`config.mk`:
```
export PLATFORM = sky130hd
export DESIGN_NAME = prog_loader_flat
export DESIGN_NICKNAME = d
export VERILOG_FILES = /design/src/rtl/prog_loader_pkg.sv /design/src/rtl/prog_loader_if.sv /design/src/rtl/prog_loader.sv /design/src/flat_wrapper.sv
export SDC_FILE = /design/constraint.sdc
export NUM_CORES = 1
export LEC_CHECK = 0
export CAP_MARGIN = 20
export CORE_MARGIN = 2
export CORE_UTILIZATION = 55
export DETAILED_ROUTE_END_ITERATION = 8
export HOLD_SLACK_MARGIN = 0.15
export PLACE_DENSITY = 0.88
export SLEW_MARGIN = 5
export SYNTH_ARGS = -nofsm -noshare
export SYNTH_HDL_FRONTEND = slang
export SYNTH_SLANG_ARGS = --single-unit
```
`constraint.sdc`:
```
create_clock -name clk -period 2.4 [get_ports clk]
set_input_delay 0.36 -clock clk [delete_from_list [all_inputs] [get_ports clk]]
set_output_delay 0.36 -clock clk [all_outputs]
set_load 0.05 [all_outputs]
```
`src/rtl/prog_loader_pkg.sv`:
```
// Shared types and constants for the byte-stream program loader.
package prog_loader_pkg;

  localparam int unsigned WORD_W = 16;
  localparam int unsigned BYTE_W = 8;
  localparam logic [BYTE_W-1:0] HDR_DEFAULT = 8'hA5;

  typedef enum logic [2:0] {
    IDLE    = 3'd0,
    LEN     = 3'd1,
    HI      = 3'd2,
    LO      = 3'd3,
    CSUM    = 3'd4,
    START   = 3'd5,
    RUNNING = 3'd6
  } state_e;

endpackage

```
`src/rtl/prog_loader_if.sv`:
```
// Byte-stream input and memory write port of the program loader.
interface prog_loader_if
  import prog_loader_pkg::*;
#(
  parameter int unsigned ADDR_W = 8
);
  logic                in_valid;
  logic [BYTE_W-1:0]   in_data;
  logic                in_ready;
  logic                mem_we;
  logic [ADDR_W-1:0]   mem_addr;
  logic [WORD_W-1:0]   mem_wdata;

  modport slave (
    input  in_valid, in_data,
    output in_ready, mem_we, mem_addr, mem_wdata
  );

  modport master (
    output in_valid, in_data,
    input  in_ready, mem_we, mem_addr, mem_wdata
  );
endinterface

```
`src/rtl/prog_loader.sv`:
```
// Frames a byte stream into 16-bit words, writes them from address 0,
// verifies the XOR checksum and then releases the processor reset.
module prog_loader
  import prog_loader_pkg::*;
#(
  parameter int unsigned     ADDR_W = 8,
  parameter logic [7:0]      HDR    = HDR_DEFAULT
) (
  input  logic           clk,
  input  logic           rst,
  prog_loader_if.slave   bus,
  input  logic           reload,
  output logic           cpu_rst,
  output logic           RUN,
  output logic           done,
  output logic           err
);

  localparam int unsigned CNT_W = ADDR_W + 1;
  localparam int unsigned CMP_W = (CNT_W > BYTE_W) ? CNT_W : BYTE_W;

  state_e              state_q, state_d;
  logic [BYTE_W-1:0]   n_q, n_d;
  logic [CNT_W-1:0]    cnt_q, cnt_d;
  logic [BYTE_W-1:0]   csum_q, csum_d;
  logic [BYTE_W-1:0]   hi_q, hi_d;
  logic                mem_we_q, mem_we_d;
  logic [ADDR_W-1:0]   mem_addr_q, mem_addr_d;
  logic [WORD_W-1:0]   mem_wdata_q, mem_wdata_d;
  logic                cpu_rst_q, cpu_rst_d;
  logic                run_q, run_d;
  logic                done_q, done_d;
  logic                err_q, err_d;

  logic                in_ready_c;
  logic                xfer_c;
  logic [CNT_W-1:0]    cnt_inc_c;
  logic                len_bad_c;

  // Byte acceptance depends only on state so a source never sees ready flicker mid-cycle.
  always_comb begin
    in_ready_c = !rst && (state_q inside {IDLE, LEN, HI, LO, CSUM});
  end

  always_comb begin
    state_d     = state_q;
    n_d         = n_q;
    cnt_d       = cnt_q;
    csum_d      = csum_q;
    hi_d        = hi_q;
    mem_we_d    = 1'b0;
    mem_addr_d  = mem_addr_q;
    mem_wdata_d = mem_wdata_q;
    cpu_rst_d   = cpu_rst_q;
    run_d       = run_q;
    done_d      = done_q;
    err_d       = err_q;

    xfer_c    = bus.in_valid && in_ready_c;
    cnt_inc_c = cnt_q + CNT_W'(1);
    // Lengths beyond the addressable memory are only possible for narrow address buses.
    len_bad_c = (bus.in_data == '0) || (32'(bus.in_data) > (32'd1 << ADDR_W));

    case (state_q)
      IDLE: begin
        if (xfer_c && bus.in_data == HDR) begin
          state_d = LEN;
          err_d   = 1'b0;
          done_d  = 1'b0;
        end
      end
      LEN: begin
        if (xfer_c) begin
          n_d = bus.in_data;
          if (len_bad_c) begin
            err_d   = 1'b1;
            state_d = IDLE;
          end else begin
            cnt_d   = '0;
            csum_d  = '0;
            state_d = HI;
          end
        end
      end
      HI: begin
        if (xfer_c) begin
          hi_d    = bus.in_data;
          csum_d  = csum_q ^ bus.in_data;
          state_d = LO;
        end
      end
      LO: begin
        if (xfer_c) begin
          csum_d      = csum_q ^ bus.in_data;
          mem_we_d    = 1'b1;
          mem_addr_d  = cnt_q[ADDR_W-1:0];
          mem_wdata_d = {hi_q, bus.in_data};
          cnt_d       = cnt_inc_c;
          state_d     = (CMP_W'(cnt_inc_c) == CMP_W'(n_q)) ? CSUM : HI;
        end
      end
      CSUM: begin
        if (xfer_c) begin
          if (bus.in_data == csum_q) begin
            done_d  = 1'b1;
            state_d = START;
          end else begin
            err_d   = 1'b1;
            state_d = IDLE;
          end
        end
      end
      START: begin
        cpu_rst_d = 1'b0;
        run_d     = 1'b1;
        state_d   = RUNNING;
      end
      RUNNING: begin
        if (reload) begin
          cpu_rst_d = 1'b1;
          run_d     = 1'b0;
          state_d   = IDLE;
        end
      end
      default: begin
        cpu_rst_d = 1'b1;
        run_d     = 1'b0;
        state_d   = IDLE;
      end
    endcase
  end

  always_ff @(posedge clk) begin
    if (rst) begin
      state_q     <= IDLE;
      n_q         <= '0;
      cnt_q       <= '0;
      csum_q      <= '0;
      hi_q        <= '0;
      mem_we_q    <= 1'b0;
      mem_addr_q  <= '0;
      mem_wdata_q <= '0;
      cpu_rst_q   <= 1'b1;
      run_q       <= 1'b0;
      done_q      <= 1'b0;
      err_q       <= 1'b0;
    end else begin
      state_q     <= state_d;
      n_q         <= n_d;
      cnt_q       <= cnt_d;
      csum_q      <= csum_d;
      hi_q        <= hi_d;
      mem_we_q    <= mem_we_d;
      mem_addr_q  <= mem_addr_d;
      mem_wdata_q <= mem_wdata_d;
      cpu_rst_q   <= cpu_rst_d;
      run_q       <= run_d;
      done_q      <= done_d;
      err_q       <= err_d;
    end
  end

  assign bus.in_ready  = in_ready_c;
  assign bus.mem_we    = mem_we_q;
  assign bus.mem_addr  = mem_addr_q;
  assign bus.mem_wdata = mem_wdata_q;
  assign cpu_rst       = cpu_rst_q;
  assign RUN           = run_q;
  assign done          = done_q;
  assign err           = err_q;

endmodule

```
`src/flat_wrapper.sv`:
```
// flat-port wrapper written by rule: the top's interface ports become plain ports
module prog_loader_flat import prog_loader_pkg::*;
#(
  parameter int unsigned     ADDR_W = 8,
  parameter logic [7:0]      HDR    = HDR_DEFAULT
)
  (clk, rst, reload, cpu_rst, RUN, done, err, bus_in_valid, bus_in_data, bus_in_ready, bus_mem_we, bus_mem_addr, bus_mem_wdata);
  prog_loader_if #(.ADDR_W(ADDR_W)) bus_i ();
  input  logic clk;
  input  logic rst;
  input  logic reload;
  output logic cpu_rst;
  output logic RUN;
  output logic done;
  output logic err;
  input wire logic [$bits(bus_i.in_valid)-1:0] bus_in_valid;
  input wire logic [$bits(bus_i.in_data)-1:0] bus_in_data;
  output wire logic [$bits(bus_i.in_ready)-1:0] bus_in_ready;
  output wire logic [$bits(bus_i.mem_we)-1:0] bus_mem_we;
  output wire logic [$bits(bus_i.mem_addr)-1:0] bus_mem_addr;
  output wire logic [$bits(bus_i.mem_wdata)-1:0] bus_mem_wdata;
  assign bus_i.in_valid = bus_in_valid;
  assign bus_i.in_data = bus_in_data;
  assign bus_in_ready = bus_i.in_ready;
  assign bus_mem_we = bus_i.mem_we;
  assign bus_mem_addr = bus_i.mem_addr;
  assign bus_mem_wdata = bus_i.mem_wdata;
  prog_loader #(.ADDR_W(ADDR_W), .HDR(HDR)) u_core (.clk(clk), .rst(rst), .bus(bus_i), .reload(reload), .cpu_rst(cpu_rst), .RUN(RUN), .done(done), .err(err));
endmodule
```
==> impl_metrics.ini <==
[outcome]
run_status = completed

[routing]
drc_errors = 0
drt_wl_total_microns = 8020
drt.antenna.violating_nets = 0
viasPerCell = 5.80
avgRoutedWirePerCell_microns = 15.5
drt_iter0_drc = 236
dr.pass1.iters = 6
dr_total_vias = 3009

[clock_tree]
ctsHoldBuffers = 0
clockBufferDepth = 2
numCtsBuffers = 9
post_cts_resized = 0
cts_tree = done
clock_latency_ns = 0.35
cts.sinks = 65
post-cts-setup-buffers = 0
root_buffer = clkbuf_8
clkTransAtPathRegs_ns = 0.07
htreeDepth = 3

[synthesis]
synthesis.area_sq_mm = 0.00310
ys_ff_latch = 65
synth_fp_nets = 408
avgSynthCellArea_sq_um = 7.85
ys_warn_count = 0
postSynthCellCount = 395
synth_edf_count = 0
yosysUniqueCellTypes = 53
async_reset_ff_frac = 0
yosysSeqAreaShare = 0.420
synth-main-ff-cell = dfxtp_1

[cells_and_area]
diodes = 0
stdcell_area_sq_mm = 0.00388
layout-drive-gt1-share = 0.116
layout.nets = 455
most-common-layout-cells = nand2_1 (72), dfxtp_1 (65), a21oi_1 (63)
final_common_cell = nand2_1
syn2layout_area_growth_pct = 25.0

[sta]
fin_crit_ns = 2.12
rsz0062_at_grt = false
slew_headroom = 0.660
slew_violations = 0
final_hold_viol_count = 0
finalSetupTns_ns = 0
fin_skew_ns = 0.00697
setup_viol = 0
fmax_mhz = 471
max_slew.worst_pin.slew_ns = 0.507
min_period_over_period = 0.884

[floorplan]
coreArea_sq_mm = 0.00547
num_rows = 27
die-area_sq_mm = 0.00626
ios = 42
start_util = 0.567
die_w_microns = 79.1
die_height_microns = 79.1

[global_route]
grtUsageTotal = 0.274
antenna_found_initial = 0
grt_pass1_vias = 2943
grt_start_max_net_pins = 46
grt_pass1_wl_microns = 13400
overflow = 0

[min_path]
min_path_type = flip-flop to flip-flop

[power]
seqPwrFrac = 0.480
power.switching_mw = 0.513
cellLeakagePower_nw = 1.37
p_clk_frac = 0.472
irDropWorstVdd_v = 0.000405
powerDensity_mw_per_mm2 = 580
internal-power_mw = 1.74
combinationalPowerShare = 0.047
p_sw_frac = 0.228

[critical_path]
critPathKind = flip-flop to flip-flop
worstPathCellList = ha_1, and3_4, or3b_4, a2111oi_4, a31o_1
cp-end-kind = flip-flop
critPathLaunchType = flip-flop
cpPeakStageDelay_ns = 0.45
worst_path_dominant_cell_family = compound AO/OA/AOI/OAI gates
path_max_fanout = 7
critPathBufInv = 0
crit_arrival_ns = 2.41
crit_slowest_cell = dfxtp_1
cp.required_ns = 2.68

[place]
gp_congestion = 0.915
dp_hpwl_microns = 5330
portBuffers = 41
placed_area_sq_mm = 0.00365

[run]
maxCapViolations = 0
## through the flow
step / setup WS, ns / total power [mW] / hold slack (ns) / util / instances
after global placement: 0.216 / 1.21 / 0.439 / 0.667 / 503
after floorplan: 0.521 / 1.16 / 0.428 / - / 395
after detailed placement: 0.153 / 1.21 / 0.447 / 0.667 / 503
final: 0.277 / 2.25 / 0.454 / 0.709 / 519
after global routing: 0.194 / 2.32 / 0.482 / 0.709 / 519
after CTS: 0.283 / 2.26 / 0.458 / 0.709 / 519
## sequential cells by signal, summed over array words and instances (netlist names)
name and count:
u_core.hi_q 8, u_core.n_q 8, u_core.bus.mem_addr 8, u_core.state_q 3, u_core.csum_q 8, u_core.err 1
u_core.cnt_q 9, u_core.cpu_rst 1, u_core.done 1, u_core.RUN 1, u_core.bus.mem_wdata 16, u_core.bus.mem_we 1
## worst paths after layout
path                                            endpoint  slack, ns             from  cells after the start
worst max-delay path                   u_core.state_q[2]       0.28  u_core.cnt_q[0]                      5
worst min-delay path            u_core.bus.mem_wdata[15]       0.45   u_core.hi_q[7]                      2
worst max register to register         u_core.state_q[2]       0.28  u_core.cnt_q[0]                      5
worst min register to register  u_core.bus.mem_wdata[15]       0.45   u_core.hi_q[7]                      2
## layer usage
layer	vias up	GRT usage	wire length (microns)
met5	-	0	0
met4	0	0.152	127
met3	16	0.0648	496
met2	127	0.437	4010
met1	1414	0.342	3390
li1	1452	-	-
## Yosys cell counts (2+ instances only)
library cell | n | area (sq um)
a211oi_1 | 4 | 30.0
a21oi_1 | 63 | 315
a221oi_1 | 2 | 17.5
a311oi_1 | 2 | 17.5
a31oi_1 | 4 | 25.0
and2_1 | 3 | 18.8
and3_1 | 4 | 25.0
and4_1 | 2 | 17.5
buf_2 | 8 | 40.0
clkbuf_1 | 16 | 60.1
dfxtp_1 | 65 | 1300
inv_1 | 10 | 37.5
mux2i_1 | 6 | 60.1
nand2_1 | 72 | 270
nand2b_1 | 3 | 18.8
nand3_1 | 5 | 25.0
nand3b_1 | 6 | 45.0
nand4_1 | 2 | 12.5
nor2_1 | 37 | 139
nor2b_1 | 7 | 43.8
nor3_1 | 3 | 15.0
nor4_1 | 3 | 18.8
o21ai_0 | 23 | 115
o21ai_1 | 2 | 10.0
xnor2_1 | 10 | 87.6
xor2_1 | 6 | 52.6
## tightest hold or removal path: stages (launching register included)
cell,delay (ns)
dfxtp_1,0.31
nand2_1,0.05
a21oi_1,0.05
## kinds of logic after synthesis
logic type      count (synthesis)  share of synthesized area
mux                             7                     0.0230
simple gates                  158                      0.246
buf+inv                        37                     0.0516
flops                          65                      0.420
fa+ha+maj                       1                    0.00403
compound gates                111                      0.210
xor+xnor                       16                     0.0452
## cell type report
cell class	count	area, sq um
Tap cell	72	90.1
Clock buffer	10	138
Clock inverter	6	90.1
Multi-Input combinational cell	293	1640
Timing Repair Buffer	63	581
Sequential cell	65	1300
Inverter	10	37.5
Fill cell	448	1600
## power by group through the flow
stage	logic, mW	clock network [mW]	registers, mW
6_report	0.106	1.06	1.08
5_1_grt	0.112	1.12	1.08
4_1_cts	0.105	1.07	1.08
3_5_place_dp	0.104	0	1.11
3_3_place_gp	0.102	0	1.11
2_1_floorplan	0.0457	0	1.11
Note: power is estimated with default switching activity, not from simulation.
